### src/rtl/div_ctrl_pkg.sv
// Shared types and defaults for the divide controller and its divider.
package div_ctrl_pkg;
  localparam int DIV_WIDTH = 32;

  typedef enum logic [1:0] {
    S_IDLE  = 2'd0,
    S_RUN   = 2'd1,
    S_FIXUP = 2'd2,
    S_DONE  = 2'd3
  } div_state_t;
endpackage

### src/rtl/div_ctrl_if.sv
// Request/response bundle between a requester (master) and div_ctrl (slave).
interface div_ctrl_if import div_ctrl_pkg::*; #(
  parameter int WIDTH = DIV_WIDTH
);
  logic             req_valid;
  logic             req_ready;
  logic             req_signed;
  logic [WIDTH-1:0] req_dividend;
  logic [WIDTH-1:0] req_divisor;
  logic             flush;
  logic             busy;
  logic             resp_valid;
  logic [WIDTH-1:0] hi;
  logic [WIDTH-1:0] lo;

  modport master (
    output req_valid, req_signed, req_dividend, req_divisor, flush,
    input  req_ready, busy, resp_valid, hi, lo
  );

  modport slave (
    input  req_valid, req_signed, req_dividend, req_divisor, flush,
    output req_ready, busy, resp_valid, hi, lo
  );
endinterface

### src/rtl/div_ctrl_div.sv
// Sequential restoring divider: loads on the first enabled edge, one quotient
// bit per enabled edge after that, complete after WIDTH+1 enabled edges.
module div #(
  parameter int WIDTH = 32
) (
  input  logic             clk,
  input  logic             reset,
  input  logic             en,
  input  logic             is_signed,
  input  logic [WIDTH-1:0] dividend,
  input  logic [WIDTH-1:0] divisor,
  output logic [WIDTH-1:0] quotient,
  output logic [WIDTH-1:0] remainder,
  output logic             complete
);
  localparam int CW = $clog2(WIDTH + 2);
  localparam logic [CW-1:0] LAST = CW'(WIDTH + 1);

  logic [CW-1:0]    r_cnt;
  logic [WIDTH-1:0] r_quo, r_rem, r_dsr;
  logic             r_neg_q, r_neg_r;
  logic [WIDTH:0]   w_shift, w_diff;

  always_ff @(posedge clk or posedge reset) begin
    if (reset) r_cnt <= '0;
    else if (en && r_cnt != LAST) r_cnt <= r_cnt + 1'b1;
  end

  assign w_shift = {r_rem, r_quo[WIDTH-1]};
  assign w_diff  = w_shift - {1'b0, r_dsr};

  // Datapath is deliberately not reset so results survive the count clear.
  always_ff @(posedge clk) begin
    if (en) begin
      if (r_cnt == '0) begin
        r_rem   <= '0;
        r_quo   <= (is_signed && dividend[WIDTH-1]) ? -dividend : dividend;
        r_dsr   <= (is_signed && divisor[WIDTH-1]) ? -divisor : divisor;
        r_neg_q <= is_signed & (dividend[WIDTH-1] ^ divisor[WIDTH-1]);
        r_neg_r <= is_signed & dividend[WIDTH-1];
      end else if (r_cnt != LAST) begin
        if (!w_diff[WIDTH]) begin
          r_rem <= w_diff[WIDTH-1:0];
          r_quo <= {r_quo[WIDTH-2:0], 1'b1};
        end else begin
          r_rem <= w_shift[WIDTH-1:0];
          r_quo <= {r_quo[WIDTH-2:0], 1'b0};
        end
      end
    end
  end

  assign quotient  = r_neg_q ? -r_quo : r_quo;
  assign remainder = r_neg_r ? -r_rem : r_rem;
  assign complete  = (r_cnt == LAST);
endmodule

### src/rtl/div_ctrl.sv
// Divide controller: accepts DIV/DIVU requests, sequences the unsigned divider,
// applies sign fix-up, and handles divide-by-zero and flush.
module div_ctrl import div_ctrl_pkg::*; #(
  parameter int WIDTH = DIV_WIDTH
) (
  input  logic       clk,
  input  logic       reset,
  div_ctrl_if.slave  bus
);
  div_state_t       r_state;
  logic             r_div_en;
  logic             r_neg_q, r_neg_r;
  logic             r_resp_valid;
  logic [WIDTH-1:0] r_a, r_b, r_hi, r_lo;
  logic [WIDTH-1:0] w_quo, w_rem, w_a_mag, w_b_mag;
  logic             w_complete, w_div_rst;

  assign w_a_mag = (bus.req_signed && bus.req_dividend[WIDTH-1]) ? -bus.req_dividend
                                                                  : bus.req_dividend;
  assign w_b_mag = (bus.req_signed && bus.req_divisor[WIDTH-1]) ? -bus.req_divisor
                                                                 : bus.req_divisor;

  // r_div_en is high exactly in RUN, so this holds the count clear outside RUN.
  assign w_div_rst = reset | ~r_div_en;

  div #(.WIDTH(WIDTH)) u_div (
    .clk       (clk),
    .reset     (w_div_rst),
    .en        (r_div_en),
    .is_signed (1'b0),
    .dividend  (r_a),
    .divisor   (r_b),
    .quotient  (w_quo),
    .remainder (w_rem),
    .complete  (w_complete)
  );

  always_ff @(posedge clk or posedge reset) begin
    if (reset) begin
      r_state      <= S_IDLE;
      r_div_en     <= 1'b0;
      r_neg_q      <= 1'b0;
      r_neg_r      <= 1'b0;
      r_resp_valid <= 1'b0;
      r_a          <= '0;
      r_b          <= '0;
      r_hi         <= '0;
      r_lo         <= '0;
    end else begin
      r_resp_valid <= 1'b0;
      case (r_state)
        S_IDLE: begin
          if (bus.req_valid && !bus.flush) begin
            r_a     <= w_a_mag;
            r_b     <= w_b_mag;
            r_neg_q <= bus.req_signed & (bus.req_dividend[WIDTH-1] ^ bus.req_divisor[WIDTH-1]);
            r_neg_r <= bus.req_signed & bus.req_dividend[WIDTH-1];
            if (bus.req_divisor == '0) begin
              r_hi         <= bus.req_dividend;
              r_lo         <= '1;
              r_resp_valid <= 1'b1;
              r_state      <= S_DONE;
            end else begin
              r_div_en <= 1'b1;
              r_state  <= S_RUN;
            end
          end
        end
        S_RUN: begin
          if (bus.flush) begin
            r_div_en <= 1'b0;
            r_state  <= S_IDLE;
          end else if (w_complete) begin
            r_div_en <= 1'b0;
            r_state  <= S_FIXUP;
          end
        end
        S_FIXUP: begin
          if (bus.flush) begin
            r_state <= S_IDLE;
          end else begin
            r_lo         <= r_neg_q ? -w_quo : w_quo;
            r_hi         <= r_neg_r ? -w_rem : w_rem;
            r_resp_valid <= 1'b1;
            r_state      <= S_DONE;
          end
        end
        default: r_state <= S_IDLE;
      endcase
    end
  end

  assign bus.req_ready  = (r_state == S_IDLE);
  assign bus.busy       = (r_state != S_IDLE);
  assign bus.resp_valid = r_resp_valid & ~bus.flush;
  assign bus.hi         = r_hi;
  assign bus.lo         = r_lo;
endmodule

### src/flat_wrapper.sv
// flat-port wrapper written by rule: the top's interface ports become plain ports
module div_ctrl_flat import div_ctrl_pkg::*;
#(
  parameter int WIDTH = DIV_WIDTH
)
  (clk, reset, bus_req_valid, bus_req_signed, bus_req_dividend, bus_req_divisor, bus_flush, bus_req_ready, bus_busy, bus_resp_valid, bus_hi, bus_lo);
  div_ctrl_if #(.WIDTH(WIDTH)) bus_i ();
  input  logic clk;
  input  logic reset;
  input wire logic [$bits(bus_i.req_valid)-1:0] bus_req_valid;
  input wire logic [$bits(bus_i.req_signed)-1:0] bus_req_signed;
  input wire logic [$bits(bus_i.req_dividend)-1:0] bus_req_dividend;
  input wire logic [$bits(bus_i.req_divisor)-1:0] bus_req_divisor;
  input wire logic [$bits(bus_i.flush)-1:0] bus_flush;
  output wire logic [$bits(bus_i.req_ready)-1:0] bus_req_ready;
  output wire logic [$bits(bus_i.busy)-1:0] bus_busy;
  output wire logic [$bits(bus_i.resp_valid)-1:0] bus_resp_valid;
  output wire logic [$bits(bus_i.hi)-1:0] bus_hi;
  output wire logic [$bits(bus_i.lo)-1:0] bus_lo;
  assign bus_i.req_valid = bus_req_valid;
  assign bus_i.req_signed = bus_req_signed;
  assign bus_i.req_dividend = bus_req_dividend;
  assign bus_i.req_divisor = bus_req_divisor;
  assign bus_i.flush = bus_flush;
  assign bus_req_ready = bus_i.req_ready;
  assign bus_busy = bus_i.busy;
  assign bus_resp_valid = bus_i.resp_valid;
  assign bus_hi = bus_i.hi;
  assign bus_lo = bus_i.lo;
  div_ctrl #(.WIDTH(WIDTH)) u_core (.clk(clk), .reset(reset), .bus(bus_i));
endmodule
### config.mk
export PLATFORM = sky130hd
export DESIGN_NAME = div_ctrl_flat
export DESIGN_NICKNAME = d
export VERILOG_FILES = /design/src/rtl/div_ctrl_pkg.sv /design/src/rtl/div_ctrl_if.sv /design/src/rtl/div_ctrl_div.sv /design/src/rtl/div_ctrl.sv /design/src/flat_wrapper.sv
export SDC_FILE = /design/constraint.sdc
export NUM_CORES = 1
export LEC_CHECK = 0
export ABC_AREA = 1
export CORE_MARGIN = 2
export CORE_UTILIZATION = 46
export CTS_BUF_LIST = sky130_fd_sc_hd__clkbuf_16
export CTS_CLUSTER_SIZE = 40
export DETAILED_ROUTE_END_ITERATION = 8
export PLACE_DENSITY = 0.72
export SYNTH_ARGS = -nofsm -noshare
export SYNTH_HDL_FRONTEND = slang
export SYNTH_SLANG_ARGS = --single-unit
export TNS_END_PERCENT = 10
### constraint.sdc
create_clock -name clk -period 5.1 [get_ports clk]
set_input_delay 1.02 -clock clk [delete_from_list [all_inputs] [get_ports clk]]
set_output_delay 1.02 -clock clk [all_outputs]
set_load 0.05 [all_outputs]
==> results of run 1 <==
per-layer routing:
metal	vias to the layer above	global-route usage, %
met5	-	0
met4	0	7.335
met3	78	4.541
met2	538	40.24
met1	7044	37.61
li1	7447	-
report_power, final:
part	switching, mW	internal, mW	leakage (nW)
registers	0.690	3.05	2.56
logic	4.17	1.99	6.10
clock network	0.835	0.976	0.429
worst max path at each step:
stage                             startpoint  slack [ns]                end
after floorplan                        reset        0.50   u_core.bus.hi[0]
after global placement    bus_req_divisor[1]        1.35  u_core.bus.hi[14]
after detailed placement  bus_req_divisor[0]        1.26  u_core.bus.hi[14]
after CTS                          bus_flush        1.67     bus_resp_valid
after global routing      bus_req_divisor[1]        1.52  u_core.bus.hi[14]
final                              bus_flush        1.68     bus_resp_valid
registers in the layout, summed over array words and instances (netlist names):
register and count:
u_core.r_resp_valid 1, u_core.r_div_en 1, u_core.u_div.r_dsr 32, u_core.u_div.r_cnt 6
u_core.r_neg_r 1, u_core.u_div.r_quo 32, u_core.r_state 2, u_core.bus.hi 32
u_core.r_b 32, u_core.r_a 32, u_core.bus.lo 32, u_core.u_div.r_rem 32
u_core.r_neg_q 1
critical path: cells and delay by family:
kind,cells,cell delay [ns]
AND/OR/NAND/NOR,1,0.12
buffers and inverters,2,1.26
cell families (layout without fill, tap and decap cells):
| kind of cell | count (synthesis) | in the layout |
|---|---|---|
| compound gates | 253 | 253 |
| xor+xnor | 51 | 51 |
| fa+ha+maj | 40 | 40 |
| buf+inv | 425 | 558 |
| flops | 236 | 236 |
| mux | 2 | 2 |
| simple gates | 1272 | 1272 |
layout by cell type (no fill, tap or decap), drive strengths merged, types with 39 or more instances in the layout:
cell type / Yosys / final
nand2: 694 / 694
edfxtp: 96 / 96
o21ai: 124 / 124
dfrtp: 140 / 140
inv: 358 / 371
xor2: 50 / 50
nand3: 235 / 235
nor2: 286 / 286
clkdlybuf4s50: 0 / 135
ha: 39 / 39
a21oi: 94 / 94
area by class of cell:
type | instances | area, um^2
Fill cell | 3302 | 15370
Multi-Input combinational cell | 1618 | 7765
Sequential cell | 236 | 6386
Timing Repair Buffer | 148 | 1449
Inverter | 361 | 1360
Clock buffer | 27 | 675.6
Tap cell | 448 | 560.5
Clock inverter | 22 | 136.4
through the flow:
| stage | worst slack [ns] | total power [mW] | area [um^2] |
|---|---|---|---|
| final | 1.677 | 11.71 | 18330 |
| after global routing | 1.520 | 12.62 | 18330 |
| after CTS | 1.666 | 11.70 | 18330 |
| after detailed placement | 1.260 | 9.853 | 17520 |
| after global placement | 1.350 | 9.710 | 17520 |
| after floorplan | 0.4972 | 8.105 | 15800 |
==> impl_metrics.json, run 1 <==
{
  "cts_inserted_buffers": 27,
  "hold_class": "reg -> async",
  "wl_per_cell_um": 16.35,
  "avgSynthCellArea_um2": 6.932,
  "finalMaxSlewViolations": 0,
  "reg2regPathDepth": 16,
  "clk-insertion-delay-late_ns": 0.58,
  "crit_slowest_cell": "clkdlybuf4s50_1",
  "synth_nets": 2388,
  "finalSetupViolCount": 0,
  "worstPathCellList": "clkdlybuf4s50_1, nor2_1, clkdlybuf4s50_1",
  "routed_wl_um": 46770,
  "netlist_top_cells_count": "nand2_1, inv_1, nor2_1",
  "grt_setup_unrepaired": "no",
  "wl_met1_um": 21210,
  "drc": 0,
  "worstPathRequired_ns": 4.08,
  "synthFlopType": "dfrtp_1",
  "core_area_um2": 33700,
  "antenna_cells": 0,
  "via_count": 15110,
  "arrival_ns": 2.40,
  "synthSimpleGateAreaFrac_pct": 34.00,
  "synthArstFlopShare_pct": 59.32,
  "route.met2.wl_um": 20520,
  "fin_cells": 2860,
  "status": "completed",
  "ir_drop_uv": 382.9,
  "post_cts_resized": 0,
  "power_density_nw_per_um2": 639.0,
  "grt_pass1_wl_um": 74430,
  "leakagePower_nw": 9.086,
  "layout_min_cycle_time_ns": 3.423,
  "criticalPathCategory": "in -> out",
  "netlist_top_cells_area": "dfrtp_1, edfxtp_1, nand2_1",
  "h-tree-depth": 1,
  "crit_fanout": 3,
  "tightest_slew_ns": 1.062,
  "fp.dieH_um": 189.3,
  "initial_core_util_pct": 46.88,
  "drtIter0Drc": 1511,
  "io_pins": 136,
  "grt_pass1_vias": 14180,
  "cp-start-kind": "primary input",
  "route.top_layer_used": "met4",
  "cts_tree": "done",
  "clk_path_buf_depth": 3,
  "syn_to_final_growth_pct": 16.04,
  "post_cts_buffers": 0,
  "routed-wl-met3_um": 3730,
  "cts.sinks": 236,
  "synth-compound-area-share_pct": 8.870,
  "gp_congestion": 0.9865,
  "rows": 67,
  "reg2reg_to": "u_core.u_div.r_rem[31]",
  "hold_viol": 0,
  "syn_inst": 2279,
  "synth_warnings": 0,
  "fmaxAchievable_mhz": 292.1,
  "cts_hold_buf": 0,
  "synth_top_family_by_area": "simple AND/OR/NAND/NOR gates",
  "synth_most_common_cell": "nand2_1",
  "antenna_found_initial": 2,
  "cts_root_buffer": "clkbuf_16",
  "fin_util_pct": 54.40,
  "synthAdderAreaFrac_pct": 3.215,
  "synthMuxAreaShare_pct": 0.1426,
  "drtPass1Iterations": 8,
  "crit_path_max_incr_delay_ns": 0.80,
  "port_buffers": 135,
  "crit_top_cell": "clkdlybuf4s50_1",
  "synth_edf_count": 96,
  "fin_crit_sh_pct": 67.12,
  "fin_skew_ns": 0.03975,
  "layout-drive-gt1-share_pct": 5.017,
  "grtUsageTotal_pct": 26.06,
  "yosysTopAreaCell": "dfrtp_1",
  "syn_area_um2": 15800,
  "cap_violations": 0,
  "setup.worst_path.end_class": "output pin",
  "r2r_slack_ns": 2.09,
  "path_clk_slew_ns": 0.06,
  "grt_start_max_net_pins": 96,
  "synth-xor-area-share_pct": 2.827,
  "synth_top_area_share_pct": 22.17,
  "post-dp-hpwl_um": 36130,
  "placedCellCount": 2811,
  "reg2reg_from": "u_core.u_div.r_quo[31]",
  "hold_ws_ns": 0.3909,
  "final_nets": 2501,
  "die_area_um2": 35840,
  "drtAntennaViolNets": 0,
  "post_synth_num_cell_types": 49,
  "seq_area_frac_synth_pct": 40.42,
  "max-slew-margin-rel_pct": 29.20,
  "fp.dieW_um": 189.3,
  "tns_ns": 0,
  "globalRouteOverflowTotal": 0,
  "viasPerCell": 5.282,
  "ys_ff_latch": 236
}
Power figures use the tool's default switching activity.
==> inputs of run 2 (changes only) <==
==> constraint.sdc (replaced) <==
create_clock -name clk -period 3.5 [get_ports clk]
set_input_delay 0.7 -clock clk [delete_from_list [all_inputs] [get_ports clk]]
set_output_delay 0.7 -clock clk [all_outputs]
set_load 0.05 [all_outputs]
==> run 2 against run 1 <==
Register-to-register slack got worse by 1.5 ns; critical endpoint is now u_core.u_div.r_rem[29]; sequential power grew 45%; power increased by 49%; cell count increased by 0.38%.
==> impl_metrics.json, run 2 (synthesized netlist as in run 1, its figures left out) <==
{
  "layout_commonest_cell": "nand2_1",
  "fin_crit_sh_pct": 84.13,
  "cp-start-kind": "flop",
  "layout_min_cycle_time_ns": 2.945,
  "port_buffers": 135,
  "finalSetupViolCount": 0,
  "drtPass1Iterations": 6,
  "cap_violations": 0,
  "grtUsageMet1_pct": 38.82,
  "place_area_um2": 17620,
  "fin_skew_ns": 0.02940,
  "busiest_layer": "met2",
  "hold_viol": 0,
  "grtUsageTotal_pct": 25.95,
  "tns_ns": 0,
  "gp_congestion": 0.9555,
  "fp.dieW_um": 189.3,
  "post_cts_resized": 0,
  "fp.dieH_um": 189.3,
  "globalRouteOverflowTotal": 0,
  "use_met2_pct": 39.63,
  "ir_drop_uv": 793.8,
  "cts_root_buffer": "clkbuf_16",
  "hold_class": "reg -> async",
  "post-dp-hpwl_um": 36510,
  "status": "completed",
  "final_cell_mix": "nand2_1, inv_1, nor2_1",
  "clk_path_buf_depth": 3,
  "cts_hold_buf": 0,
  "final_nets": 2510,
  "power_density_nw_per_um2": 937.6,
  "grt_pass1_wl_um": 73750,
  "arrival_ns": 3.23,
  "worstPathRequired_ns": 3.79,
  "max-slew-margin-rel_pct": 46.78,
  "antenna_cells": 0,
  "cts.sinks": 236,
  "initial_core_util_pct": 46.88,
  "grt_setup_unrepaired": "no",
  "tightest_slew_ns": 0.7972,
  "final_area_um2": 18560,
  "wl_per_cell_um": 16.32,
  "leakagePower_nw": 9.179,
  "criticalPathCategory": "reg -> reg",
  "routed_wl_um": 46850,
  "grt_pass1_vias": 13860,
  "antenna_found_initial": 1,
  "post_cts_buffers": 0,
  "crit_fanout": 17,
  "core_area_um2": 33700,
  "via_count": 15090,
  "finalMaxSlewViolations": 0,
  "rows": 67,
  "syn_to_final_growth_pct": 17.50,
  "fmaxAchievable_mhz": 339.6,
  "path_clk_slew_ns": 0.06,
  "cts_tree": "done",
  "drtIter0Drc": 1490,
  "setup.worst_path.end_class": "flop",
  "h-tree-depth": 1,
  "r2r_slack_ns": 0.56,
  "globalRouteMet3Util_pct": 3.485,
  "die_area_um2": 35840,
  "layout-drive-gt1-share_pct": 5.695,
  "n_fill_cell": 3328,
  "viasPerCell": 5.255,
  "hold_ws_ns": 0.4391,
  "io_pins": 136,
  "cts_inserted_buffers": 28,
  "drc": 0,
  "grt_start_max_net_pins": 92,
  "clk-insertion-delay-late_ns": 0.56,
  "drtAntennaViolNets": 0
}
## run 2: cell count changes in the layout (fill, tap and decap cells not counted), moves of 3 or more
cell / change
buf_4: +5
buf_12: +3
inv_1: -4
clkinv_2: +3
clkinvlp_4: +4
clkbuf_16: +4
inv_6: -3
## run 2: layout make-up
cell class / instances / area [um^2] / share of cell area [%]
flip-flops and latches: 236 / 6386 / 34.40
well taps: 448 / 560.5 / 3.019
multi-input cells: 1618 / 7765 / 41.83
repair buffers: 156 / 1546 / 8.330
clock buffers: 31 / 775.7 / 4.179
inverters: 361 / 1359 / 7.320
clock inverters: 21 / 171.4 / 0.9234
## run 2: per-layer routing
| layer | wire (um) | vias to the layer above |
|---|---|---|
| li1 | - | 7458 |
| met1 | 21960 | 7040 |
| met2 | 20430 | 527 |
| met3 | 3380 | 62 |
| met4 | 1078 | 0 |
| met5 | 0 | - |
## run 2: worst paths after layout
check,endpoint,from,depth (start not counted)
setup reg to reg,u_core.u_div.r_rem[29],u_core.u_div.r_quo[31],15
hold reg to reg,u_core.u_div.r_cnt[3],u_core.r_div_en,2
setup / recovery,u_core.u_div.r_rem[29],u_core.u_div.r_quo[31],15
min in group clk,u_core.u_div.r_dsr[7],u_core.r_b[7],0
hold / removal,u_core.u_div.r_cnt[3],u_core.r_div_en,2
max in group asynchronous,u_core.bus.hi[4],reset,3
## run 2: metrics by stage
stage | cells | utilization [%] | total power, mW | worst slack, ns
floorplan | 2279 | - | 11.81 | 0.4983
global placement | 2819 | 52.28 | 14.22 | 0.5380
detailed placement | 2819 | 52.28 | 14.40 | 0.4532
CTS | 2871 | 55.09 | 17.43 | 0.5899
global route | 2871 | 55.09 | 18.73 | 0.4421
finish | 2871 | 55.09 | 17.41 | 0.5553
## run 2: worst max-delay path, stage by stage, from the launching register on
cell and delay [ns]:
edfxtp_1 0.49, inv_1 0.18, ha_1 0.26, fa_1 0.42
inv_1 0.13, nand2_1 0.06, nand2_1 0.08, nand3_1 0.09
nand2_2 0.12, nand2_2 0.08, nand2_4 0.09, nand2_4 0.09
nand3_4 0.21, nand2_8 0.16, nor2_1 0.15, nor2_1 0.05
## run 2: power breakdown
group	total (mW)	internal [mW]	leakage [nW]	switching [mW]
Sequential	5.43	4.44	2.56	0.990
Combinational	9.01	2.94	6.14	6.07
Clock	2.96	1.74	0.475	1.22
